## config.mk

```make
export PLATFORM = sky130hd
export DESIGN_NAME = uart_rx_os16
export DESIGN_NICKNAME = d
export VERILOG_FILES = /design/src/rtl/uart_rx_os16.sv
export SDC_FILE = /design/constraint.sdc
export NUM_CORES = 1
export LEC_CHECK = 0
export CAP_MARGIN = 20
export CORE_ASPECT_RATIO = 0.6
export CORE_MARGIN = 1.5
export CORE_UTILIZATION = 39
export CTS_BUF_LIST = sky130_fd_sc_hd__clkbuf_16
export CTS_CLUSTER_SIZE = 30
export DETAILED_ROUTE_END_ITERATION = 16
export DONT_BUFFER_PORTS = 1
export PLACE_DENSITY_LB_ADDON = 0.2
export SYNTH_ARGS = -nofsm -noshare
export SYNTH_HDL_FRONTEND = slang
export SYNTH_SLANG_ARGS = --single-unit
```

## constraint.sdc

```tcl
create_clock -name clk -period 2.67 [get_ports clk]
set_clock_uncertainty 0.2 [all_clocks]
set_input_delay 0.267 -clock clk [delete_from_list [all_inputs] [get_ports clk]]
set_output_delay 0.267 -clock clk [all_outputs]
set_load 0.005 [all_outputs]
```

## src/rtl/uart_rx_os16.sv

```systemverilog
// uart_rx_os16: 16x-oversampled UART receiver (8N1, LSB first) with one-byte holding register.
// Define UART_RX_PARITY_EN to expect an even-parity bit before stop and add the parity_err port.
`timescale 1ns/1ps
module uart_rx_os16 #(
    parameter int CLK_DIV   = 4,
    parameter int DATA_BITS = 8
) (
    input  logic                 clk,
    input  logic                 rst,
    input  logic                 rx_in,
    input  logic                 rx_enable,
    input  logic                 forward_rx_data,
    output logic [DATA_BITS-1:0] rx_data,
    output logic                 rx_empty,
    output logic                 framing_err,
`ifdef UART_RX_PARITY_EN
    output logic                 parity_err,
`endif
    output logic                 overrun_err
);

    localparam int TW = $clog2(CLK_DIV + 1);
    localparam int BW = $clog2(DATA_BITS + 1);
    localparam logic [BW-1:0] LAST_BIT = BW'(DATA_BITS - 1);

`ifdef UART_RX_PARITY_EN
    typedef enum logic [2:0] {IDLE, START, DATA, PARITY, STOP} state_t;
`else
    typedef enum logic [2:0] {IDLE, START, DATA, STOP} state_t;
`endif

    state_t state, state_nx;

    logic                 rx_m, rx_s;
    logic [TW-1:0]        tcnt;
    logic                 tick, mid_tick, end_tick;
    logic [3:0]           scnt;
    logic [BW-1:0]        bcnt;
    logic                 s7, s8, maj;
    logic [DATA_BITS-1:0] shreg;
    logic                 stop_vld, stop_bit;
    logic                 pop;

    logic scnt_clr, scnt_inc, bcnt_clr, bcnt_inc, shift_en, stop_eval;
`ifdef UART_RX_PARITY_EN
    logic par_cap, par_bit, par_ok;
`endif

    always_ff @(posedge clk or posedge rst) begin
        if (rst) begin
            rx_m <= 1'b1;
            rx_s <= 1'b1;
        end else begin
            rx_m <= rx_in;
            rx_s <= rx_m;
        end
    end

    always_ff @(posedge clk or posedge rst) begin
        if (rst)       tcnt <= '0;
        else if (tick) tcnt <= '0;
        else           tcnt <= tcnt + 1'b1;
    end

    assign tick     = (tcnt == TW'(CLK_DIV - 1));
    assign mid_tick = tick && (scnt == 4'd9);
    assign end_tick = tick && (scnt == 4'd15);
    // 2-of-3 vote over samples 7, 8 and the live sample 9
    assign maj      = (s7 & s8) | (s7 & rx_s) | (s8 & rx_s);

    always_ff @(posedge clk or posedge rst) begin
        if (rst) state <= IDLE;
        else     state <= state_nx;
    end

    always_comb begin
        state_nx = state;
        if (!rx_enable) begin
            state_nx = IDLE;
        end else begin
            case (state)
                IDLE:   if (tick && !rx_s) state_nx = START;
                START:  if (mid_tick && maj) state_nx = IDLE;
                        else if (end_tick)   state_nx = DATA;
`ifdef UART_RX_PARITY_EN
                DATA:   if (end_tick && bcnt == LAST_BIT) state_nx = PARITY;
                PARITY: if (end_tick) state_nx = STOP;
`else
                DATA:   if (end_tick && bcnt == LAST_BIT) state_nx = STOP;
`endif
                STOP:   if (mid_tick) state_nx = IDLE;
                default: state_nx = IDLE;
            endcase
        end
    end

    always_comb begin
        scnt_clr  = 1'b0;
        scnt_inc  = 1'b0;
        bcnt_clr  = 1'b0;
        bcnt_inc  = 1'b0;
        shift_en  = 1'b0;
        stop_eval = 1'b0;
`ifdef UART_RX_PARITY_EN
        par_cap   = 1'b0;
`endif
        if (!rx_enable) begin
            scnt_clr = 1'b1;
            bcnt_clr = 1'b1;
        end else begin
            case (state)
                IDLE: scnt_clr = tick && !rx_s;
                START: begin
                    if (mid_tick && maj) scnt_clr = 1'b1;
                    else                 scnt_inc = tick;
                    bcnt_clr = end_tick;
                end
                DATA: begin
                    scnt_inc = tick;
                    shift_en = mid_tick;
                    bcnt_inc = end_tick && (bcnt != LAST_BIT);
                end
`ifdef UART_RX_PARITY_EN
                PARITY: begin
                    scnt_inc = tick;
                    par_cap  = mid_tick;
                end
`endif
                STOP: begin
                    // leave at mid-stop so the next start edge is caught with half a bit of margin
                    stop_eval = mid_tick;
                    scnt_clr  = mid_tick;
                    scnt_inc  = tick && !mid_tick;
                end
                default: scnt_clr = 1'b1;
            endcase
        end
    end

    always_ff @(posedge clk or posedge rst) begin
        if (rst) begin
            scnt  <= '0;
            bcnt  <= '0;
            s7    <= 1'b0;
            s8    <= 1'b0;
            shreg <= '0;
        end else begin
            if (scnt_clr)      scnt <= '0;
            else if (scnt_inc) scnt <= scnt + 4'd1;
            if (bcnt_clr)      bcnt <= '0;
            else if (bcnt_inc) bcnt <= bcnt + 1'b1;
            if (tick && scnt == 4'd7) s7 <= rx_s;
            if (tick && scnt == 4'd8) s8 <= rx_s;
            if (shift_en) shreg <= {maj, shreg[DATA_BITS-1:1]};
        end
    end

    always_ff @(posedge clk or posedge rst) begin
        if (rst) begin
            stop_vld <= 1'b0;
            stop_bit <= 1'b0;
        end else begin
            stop_vld <= stop_eval;
            if (stop_eval) stop_bit <= maj;
        end
    end

`ifdef UART_RX_PARITY_EN
    always_ff @(posedge clk or posedge rst) begin
        if (rst)          par_bit <= 1'b0;
        else if (par_cap) par_bit <= maj;
    end

    assign par_ok = (par_bit == ^shreg);
`endif

    assign pop = forward_rx_data && !rx_empty;

    // a pop in the same cycle as a good frame frees the slot, so the new byte wins
    always_ff @(posedge clk or posedge rst) begin
        if (rst) begin
            rx_data     <= '0;
            rx_empty    <= 1'b1;
            framing_err <= 1'b0;
            overrun_err <= 1'b0;
`ifdef UART_RX_PARITY_EN
            parity_err  <= 1'b0;
`endif
        end else begin
            framing_err <= 1'b0;
            overrun_err <= 1'b0;
`ifdef UART_RX_PARITY_EN
            parity_err  <= 1'b0;
`endif
            if (pop) rx_empty <= 1'b1;
            if (stop_vld) begin
                if (!stop_bit) begin
                    framing_err <= 1'b1;
`ifdef UART_RX_PARITY_EN
                end else if (!par_ok) begin
                    parity_err <= 1'b1;
`endif
                end else if (rx_empty || pop) begin
                    rx_data  <= shreg;
                    rx_empty <= 1'b0;
                end else begin
                    overrun_err <= 1'b1;
                end
            end
        end
    end

endmodule

```

-- Word-level counts from Yosys, hierarchy flattened
Index checks and enable logic that the tools add are counted.
- bitwise gates (word level): 5
- equal/unequal tests: 14
- reduce and logical (&&, ||, !) cells: 19
- mux-type cells: 35
- $add $sub $neg: 3
- operator list (cell ; number):
    two-way mux 1 bit ; 21
    two-way mux 3 bit ; 7
    two-way mux 4 bit ; 4
    equality test 4 bit, second input constant ; 3
    one-hot mux 3 bit (4 select lines) ; 1
    logical AND 1 bit ; 10
    equality test 3 x 2 -> 1 bit, second input constant ; 3
    inequality test 3 bit, second input constant ; 3
    adder 4 x 1 -> 4 bit, second input constant ; 2
    equality test 4 x 3 -> 1 bit, second input constant ; 2
    inequality test 4 x 3 -> 1 bit, second input constant ; 1
    inequality test 4 bit, second input constant ; 1
    one-hot mux 1 bit (4 select lines) ; 1
    AND reduction 4 bit ; 1
    nonzero test 2 bit ; 2
    adder 3 x 1 -> 3 bit, second input constant ; 1
    AND 1 bit ; 3
    equality test 3 x 1 -> 1 bit, second input constant ; 1
    zero test 1 bit ; 3
    zero test 3 bit ; 1
    one-hot mux 1 bit (3 select lines) ; 1
    AND reduction 3 bit ; 1
    bitwise OR 1 bit ; 2
    logical OR 1 bit ; 1
- flip-flop bits (word level): 39
- output and inout port bits: 11

-- Depth between registers and ports, before layout
Gate-level depths: netlist of run 1.
- depth after elaboration: 9
- gate-level depth with buffers: 6
- depth with buffers taken out: 6

-- Least setup slack after synthesis of run 1
OpenSTA, ideal clock, no wires.
- path kind: reg-to-reg
- from: reg scnt[0]
- to: reg state[0]
- arrival time: 1.593 ns
- path slack: 0.783 ns
- cell stages (with the launch flop): 6
- data required time: 2.376 ns
- cells stage by stage: dfrtp_1 -> ha_1 -> and4b_4 -> nand2_2 -> or4b_4 -> a221oi_2
- word-level cells in the longest chain between the ends: 6
- elaborated cells on any way between the ends: 13
- ends and longest elaborated chain (what ; RTL line ; source):
    from (decl) ; 37 ; logic [3:0] scnt;
    from (signal assigned) ; 149 ; else if (scnt_inc) scnt <= scnt + 4'd1;
    equality test 4 bit ; 66 ; assign mid_tick = tick && (scnt == 4'd9);
    logical AND 1 bit ; 66 ;
    logical AND 1 bit ; 83 ; START: if (mid_tick && maj) state_nx = IDLE;
    two-way mux 3 bit ; 83 ;
    one-hot mux 3 bit (4 select lines) ; 81 ; case (state)
    two-way mux 3 bit ; 78 ; if (!rx_enable) begin
    to (signal assigned) ; 73 ; else state <= state_nx;
    to (decl) ; 32 ; state_t state, state_nx;
Parallel ways exist; a longest one is shown, timed or not.
A chain may end at the register's enable or synchronous reset.

-- Worst setup path after layout of run 1
Ends and elaborated chain as after synthesis.

==> results of run 1 <==
-- final cells by class --
| cell class | count | area, µm² | share of cell area [%] |
|---|---|---|---|
| clock buffer | 5 | 125 | 6.39 |
| timing repair buffer | 7 | 62.6 | 3.20 |
| clock inverter | 3 | 16.3 | 0.831 |
| tap | 60 | 75.1 | 3.84 |
| multi-input combinational | 90 | 704 | 36.0 |
| inverter | 5 | 18.8 | 0.959 |
| sequential | 38 | 955 | 48.8 |
-- stage by stage --
step | std cells | worst slack [ns] | total power [µW]
floorplan | 137 | 0.783 | 610
global placement | 196 | 0.647 | 616
detailed placement | 196 | 0.614 | 617
CTS | 208 | 0.599 | 1180
global route | 208 | 0.464 | 1210
finish | 208 | 0.605 | 1170
-- power groups by stage --
stage	sequential [µW]	combinational (µW)	clock, µW
after floorplan	591	19.3	0
after global placement	593	23.3	0
after detailed placement	593	24.0	0
after CTS	583	29.8	572
after global routing	583	32.9	591
final	583	29.1	561
-- state kept, by name, summed over array words and instances, names as in the netlist --
register,count
shreg,8
rx_m,1
rx_empty,1
state,2
overrun_err,1
bcnt,4
stop_vld,1
rx_data,8
stop_bit,1
s7,1
framing_err,1
scnt,4
tcnt,3
rx_s,1
s8,1
-- cells in the mapped netlist, types with 3 or more instances --
cell     number  area (µm²)
dfrtp_1      35         876
o21ai_0       6        30.0
or3_1         3        18.8
a21oi_1       6        30.0
nor2b_1       4        25.0
mux2_2       19         214
nand2_1       6        22.5
ha_1          5        62.6
inv_1         5        18.8
nor2_1        8        30.0
dfstp_2       3        78.8
nand3_1       7        35.0
-- worst max-delay path: cells and delay by family, from the launching register on --
kind            cells  cell delay (ns)
simple gates        3             0.87
flops               1             0.41
fa+ha+maj           1             0.23
compound gates      1             0.26
-- metal layers --
layer / routed length [µm] / vias to the layer above
met3: 120 / 4
met2: 1320 / 21
met5: 0 / -
met4: 51 / 0
met1: 1630 / 545
li1: - / 510
-- cell usage in the layout, fill, tap and decap left out, drive strengths merged, types with 3 or more instances in the layout --
| master | netlist | layout |
|---|---|---|
| or3 | 3 | 3 |
| mux2 | 19 | 19 |
| buf | 4 | 3 |
| dfrtp | 35 | 35 |
| nand2 | 7 | 7 |
| o21ai | 6 | 6 |
| dlygate4sd3 | 0 | 4 |
| nand3 | 7 | 7 |
| a21oi | 6 | 6 |
| nor2b | 4 | 4 |
| dfstp | 3 | 3 |
| ha | 5 | 5 |
| clkbuf | 0 | 5 |
| inv | 5 | 5 |
| nor2 | 9 | 9 |
-- timing repair --
item | 4_1_cts | 5_1_grt
endpoints found under the hold margin | 45 | 0
hold buffers | 4 | 0
gates resized for setup | 0 | 0
-- path summary, 6_finish.rpt --
path	slack, ns	cells past startpoint	to
hold / removal	0.04	2	scnt[3]
hold reg to reg	0.16	0	rx_s
setup reg to reg	0.61	5	state[0]
setup / recovery	0.61	5	state[0]
max in group asynchronous	1.56	3	rx_s
min in group asynchronous	0.35	3	rx_data[2]
-- kinds of logic after synthesis --
logic type               synth area share, %
adder cells (fa/ha/maj)                 4.30
AND/OR/NAND/NOR                         13.5
XOR/XNOR                               0.511
multiplexers                            13.6
buffers and inverters                   3.28
flip-flops                              55.7
AO/OA/AOI/OAI                           9.12
==> results_dict.tcl, run 1 <==
set metrics [dict create \
    status "finished, final reports clean" \
    p_switching_uw 243 \
    antenna_found_initial 0 \
    post-cts-setup-buffers 0 \
    cp_data_required_time_ns 2.65 \
    clock-sinks 38 \
    rsz0062_at_grt "no" \
    core_area_mm2 0.00417 \
    cts_tree "built" \
    die-area_mm2 0.00482 \
    path_cells "ha_1, and4b_4, nand2_2, or4b_4, a221oi_2" \
    rr_startpoint "scnt[0]" \
    syn_to_final_growth_pct 14.1 \
    grt_max_degree 39 \
    port_buffers 0 \
    pwr-share-comb_pct 2.5 \
    drc 0 \
    hold_violations 0 \
    drt_iter0_markers 53 \
    synth_fp_nets 147 \
    grtUsageMet2_pct 20.7 \
    syn_inst 137 \
    pin_count 16 \
    grt_pass1_vias 1017 \
    grt_use_total_pct 14.9 \
    setup_violations 0 \
    first_pass_iters 4 \
    cts_htree_levels 2 \
    use_met1_pct 20.7 \
    fin_crit_sh_pct 77.3 \
    fill_cells 389 \
    clock_latency_ns 0.28 \
    async_reset_ff_share_pct 100 \
    yosys_warnings 0 \
    crit_slowest_cell "or4b_4" \
    clock-root-buffer "clkbuf_16" \
    max_freq_ghz 0.484 \
    overflow 0 \
    critical_path_class "reg2reg" \
    cap_violations 0 \
    wl_mm 3.12 \
    internal_power_uw 929 \
    cts_buffer_depth 2 \
    die_w_um 88.6 \
    startpoint "scnt[0]" \
    grt_busiest_layer "met2" \
    worst_setup_path_start_kind "flop" \
    viasPerCell 5.19 \
    grt_util_met3_pct 4.52 \
    cp.arrival_ns 2.04 \
    final_area_mm2 0.00196 \
    final_nets 157 \
    switching_share_pct 20.8 \
    tightestPinTransition_ns 0.522 \
    diodes 0 \
    clkPwrFrac_pct 47.8 \
    vias 1080 \
    end_kind "flop" \
    hp-class "in2reg" \
    layout_min_cycle_time_ns 2.06 \
    drive_above_1_share_pct 27.7 \
    final_util_pct 47.0 \
    syn-cell-area_mm2 0.00172 \
    start_util_pct 41.2 \
    holdWs_ns 0.0440 \
    place.gp.congestion 0.822 \
    row_count 18 \
    slew_violations 0 \
    cp_max_fo 5 \
    power.density_mw_per_mm2 599 \
    synth_ff_type "dfrtp_1" \
    p_seq_share_pct 49.7 \
    slowest_delay_ns 0.52 \
    maxSlewHeadroom_pct 65.1 \
    placed_cell_area_mm2 0.00178 \
    syn_avg_cell_area_um2 12.5 \
    dp_hpwl_mm 2.19 \
    antenna_left 0 \
    synth_cell_types 35 \
    cts.clk_slew.worst_paths_ns 0.05 \
    fin_setup_tns_ns 0 \
    worstHoldStart "rx_enable" \
    ir_drop_mv 0.379 \
    synth_edf_count 0 \
    yosysSeqAreaShare_pct 55.7 \
    die_h_um 54.4 \
    cts_made_buffers 5 \
    wl_per_cell_um 15.0 \
    grt_first_pass_wirelength_mm 5.10 \
    ys_ff_latch 38 \
    p_leak_uw 0.000892 \
]
(Power assumes the default switching activity.)
==> run 2: changes to the inputs <==
- clock period: 2.67 -> 2.1 ns (I/O delays scaled with it)
==> results_dict.tcl, run 2 (same netlist as run 1, synthesis figures left out) <==
set metrics [dict create \
    slowest_delay_ns 0.51 \
    power.density_mw_per_mm2 789 \
    grt_first_pass_wirelength_mm 5.02 \
    grtUsageMet2_pct 17.4 \
    hold_violations 0 \
    viasPerCell 5.18 \
    final_common_cell "dfrtp_1" \
    grt_busiest_layer "met1" \
    syn_to_final_growth_pct 17.5 \
    crit_slowest_cell "or4b_4" \
    wl_per_cell_um 14.3 \
    layout_common_cells "35 x dfrtp_1, 19 x mux2_2, 8 x nor2_1" \
    overflow 0 \
    final_util_pct 48.4 \
    clkPwrFrac_pct 51.0 \
    dp_hpwl_mm 2.13 \
    max_freq_ghz 0.499 \
    cts_buffer_depth 2 \
    drive_above_1_share_pct 29.1 \
    fin_cells 211 \
    place.gp.congestion 0.833 \
    cap_violations 0 \
    antenna_left 0 \
    core_area_mm2 0.00417 \
    clock-sinks 38 \
    setup_violations 0 \
    cts_made_buffers 5 \
    rr_startpoint "scnt[0]" \
    grt_pass1_vias 987 \
    path_cells "ha_2, and4b_4, nand2_2, or4b_4, a221oi_2" \
    p_seq_share_pct 46.6 \
    multiInputGateArea_um2 707 \
    start_util_pct 41.2 \
    hp-class "reg2reg" \
    cp.arrival_ns 1.98 \
    layout_setup_ws_ns 0.0953 \
    largestRegisters "rx_data: 8 flops, shreg: 8 flops" \
    grt_max_degree 39 \
    use_met1_pct 21.8 \
    die-area_mm2 0.00482 \
    drc 0 \
    cts.clk_slew.worst_paths_ns 0.05 \
    drt_iter0_markers 106 \
    row_count 18 \
    cp_max_fo 5 \
    p_leak_uw 0.000927 \
    status "finished, final reports clean" \
    pwr-share-comb_pct 2.4 \
    layout_min_cycle_time_ns 2.00 \
    maxSlewHeadroom_pct 47.8 \
    p_switching_uw 291 \
    grt_util_met3_pct 6.03 \
    vias 1093 \
    pin_count 16 \
    clock_latency_ns 0.27 \
    diodes 0 \
    first_pass_iters 4 \
    worstHoldStart "rx_m" \
    regArea_um2 955 \
    dp.cells 198 \
    fin_crit_sh_pct 95.5 \
    switching_share_pct 18.3 \
    worst_setup_path_start_kind "flop" \
    final_nets 160 \
    port_buffers 0 \
    grt_use_total_pct 14.5 \
    die_h_um 54.4 \
    critical_path_class "reg2reg" \
    slew_violations 0 \
    internal_power_uw 1300 \
    pre_cts_ws_ns 0.0763 \
    cp_data_required_time_ns 2.08 \
    clock-root-buffer "clkbuf_16" \
    startpoint "scnt[0]" \
    cts_tree "built" \
    fill_cells 388 \
    ir_drop_mv 0.436 \
    end_kind "flop" \
    antenna_found_initial 0 \
    cts_htree_levels 2 \
    wl_mm 3.01 \
    tightestPinTransition_ns 0.780 \
    die_w_um 88.6 \
]
-- run 2: worst paths after layout --
check	depth (start not counted)	slack [ns]	end
max in group asynchronous	3	1.05	rx_m
min	0	0.15	rx_s
min reg2reg	0	0.15	rx_s
max	5	0.1	state[0]
max reg2reg	5	0.1	state[0]
min in group asynchronous	3	0.29	rx_data[4]
-- run 2: power by group through the flow --
stage	logic (µW)	clock network (µW)	registers, µW
global route	43.0	876	742
detailed placement	30.9	0	754
CTS	38.4	838	741
finish	37.9	811	741
floorplan	24.5	0	751
global placement	30.0	0	754
-- run 2: worst max-delay path, delay by kind of cell (launching register included) --
family | cells | cell delay [ns]
fa+ha+maj | 1 | 0.22
compound gates | 1 | 0.24
simple gates | 3 | 0.85
flops | 1 | 0.40
-- run 2: metal layers --
metal	vias up	wire length (µm)
met5	-	0
met3	4	217
met4	0	29
li1	520	-
met2	30	1200
met1	539	1570
-- run 2: area by class of cell --
| cell class | count | area share [%] |
|---|---|---|
| timing repair buffer | 10 | 4.84 |
| clock inverter | 3 | 1.86 |
| sequential | 38 | 47.4 |
| tap | 60 | 3.72 |
| clock buffer | 5 | 6.21 |
| multi-input combinational | 90 | 35.1 |
| inverter | 5 | 0.931 |
-- run 2: stage by stage --
stage / instance area, µm² / hold slack [ns] / TNS (ns) / power, µW
final: 2020 / 0.154 / 0 / 1590
after CTS: 2010 / 0.155 / 0 / 1620
after global placement: 1800 / 0.0146 / 0 / 784
after detailed placement: 1800 / 0.0146 / 0 / 785
after global routing: 2020 / 0.164 / -0.00450 / 1660
after floorplan: 1720 / 0.0145 / 0 / 776
-- run 2: repair_timing --
item,4_1_cts,5_1_grt
setup endpoints to repair,0,1
hold buffers,4,0
gates resized for setup,0,1
hold endpoints to repair,49,0
buffers inserted,0,1
==> run 3: changes to the inputs <==
- CTS_BUF_LIST: sky130_fd_sc_hd__clkbuf_16 -> not set
==> results_dict.tcl, run 3 (same netlist as run 1, synthesis figures left out) <==
set metrics [dict create \
    total_power_uw 1370 \
    die_w_um 88.6 \
    slowest_delay_ns 0.51 \
    wl_per_cell_um 14.3 \
    p_leak_uw 0.000893 \
    end_kind "flop" \
    pwr-share-comb_pct 2.8 \
    start_util_pct 41.2 \
    clock_latency_ns 0.28 \
    p_seq_share_pct 54.2 \
    pin_count 16 \
    place.gp.congestion 0.833 \
    drc 0 \
    hp-class "reg2reg" \
    switching_share_pct 19.2 \
    fin_crit_sh_pct 95.6 \
    setup_violations 0 \
    port_buffers 0 \
    vias 1085 \
    cts_buffer_depth 2 \
    layout_common_cells "35 x dfrtp_1, 19 x mux2_2, 8 x nor2_1" \
    layout_setup_ws_ns 0.0917 \
    final_nets 160 \
    fill_cells 401 \
    placed_cell_area_mm2 0.00180 \
    antenna_left 0 \
    die_h_um 54.4 \
    cts_htree_levels 2 \
    fin_setup_tns_ns 0 \
    final_common_cell "dfrtp_1" \
    ir_drop_mv 0.345 \
    largestRegisters "rx_data: 8 flops, shreg: 8 flops" \
    path_cells "ha_2, and4b_4, nand2_2, or4b_4, a221oi_2" \
    grt_first_pass_wirelength_mm 5.11 \
    cts_made_buffers 5 \
    first_pass_iters 4 \
    crit_family "simple AND/OR/NAND/NOR gates" \
    cts.clk_slew.worst_paths_ns 0.07 \
    antenna_found_initial 0 \
    cp_data_required_time_ns 2.08 \
    worstHoldStart "rx_m" \
    status "finished, final reports clean" \
    cp_max_fo 5 \
    max_freq_ghz 0.498 \
    diodes 0 \
    cts_tree "built" \
    internal_power_uw 1100 \
    core_area_mm2 0.00417 \
    cap_violations 0 \
    clkPwrFrac_pct 43.0 \
    layout_min_cycle_time_ns 2.01 \
    startpoint "scnt[0]" \
    grt_max_degree 39 \
    path_buf_inv 0 \
    crit_slowest_cell "or4b_4" \
    slew_violations 0 \
    holdWs_ns 0.156 \
    clock-root-buffer "clkbuf_8" \
    p_switching_uw 261 \
    dp_hpwl_mm 2.13 \
    critical_path_class "reg2reg" \
    cp.arrival_ns 1.99 \
    power.density_mw_per_mm2 697 \
    worst_setup_path_start_kind "flop" \
    pre_cts_ws_ns 0.0763 \
    rr_startpoint "scnt[0]" \
    maxSlewHeadroom_pct 44.7 \
    grt_use_total_pct 14.7 \
    rsz0062_at_grt "no" \
    wl_mm 3.02 \
    hold_violations 0 \
    drive_above_1_share_pct 29.1 \
    syn_to_final_growth_pct 14.2 \
    clock-sinks 38 \
    final_area_mm2 0.00196 \
    die-area_mm2 0.00482 \
    grt_pass1_vias 1015 \
    overflow 0 \
    viasPerCell 5.14 \
    drt_iter0_markers 105 \
    tightestPinTransition_ns 0.826 \
    row_count 18 \
]
==> run 3: cell count changes in the layout (fill, tap and decap cells not counted) <==
cell	previous run	this run
clkbuf_1	0	2
clkbuf_16	5	0
clkbuf_8	0	5
inv_1	7	5
==> run 3: routing by layer <==
metal	global-route usage [%]	up-vias	part of all wire [%]
met4	6.25	0	1.2
met2	18.2	33	39
met1	22.0	533	52
met3	5.58	2	7.9
li1	-	517	-
met5	0	-	0
==> run 3: path summary, 6_finish.rpt <==
path                         endpoint  slack, ns  cells past startpoint
min                              rx_s       0.16                      0
max in group asynchronous        rx_m       1.06                      3
min in group asynchronous  rx_data[2]       0.29                      3
min reg2reg                      rx_s       0.16                      0
max                          state[0]       0.09                      5
max reg2reg                  state[0]       0.09                      5
==> run 3: repair_timing <==
action / CTS / global route
hold buffers: 4 / 0
buffers inserted: 0 / 1
setup endpoints to repair: 0 / 1
resized for setup: 0 / 1
hold endpoints to repair: 49 / 0
==> run 3: worst register-to-register path, delay by kind of cell, from the launching register on <==
kind                     cells  cell delay (ns)
AND/OR/NAND/NOR              3             0.85
flip-flops                   1             0.41
AO/OA/AOI/OAI                1             0.24
adder cells (fa/ha/maj)      1             0.22
==> run 3: stage by stage <==
stage	util [%]	cells
after global routing	47.0	211
after global placement	43.3	198
after detailed placement	43.3	198
after CTS	46.8	210
after floorplan	-	137
final	47.0	211
==> run 3: area by class of cell <==
type,count,area [µm²],share of cell area [%]
repair buffers,10,97.6,4.98
clock buffers,7,76.3,3.90
well taps,60,75.1,3.83
clock inverters,1,30.0,1.53
inverters,5,18.8,0.958
flip-flops and latches,38,955,48.7
multi-input cells,90,707,36.1
==> run 3: power groups by stage <==
stage          Clock, µW  Sequential [µW]  Combinational [µW]
6_report             587              740                37.9
3_5_place_dp           0              754                30.9
5_1_grt              643              740                43.1
2_1_floorplan          0              751                24.5
3_3_place_gp           0              754                30.0
4_1_cts              612              740                38.5
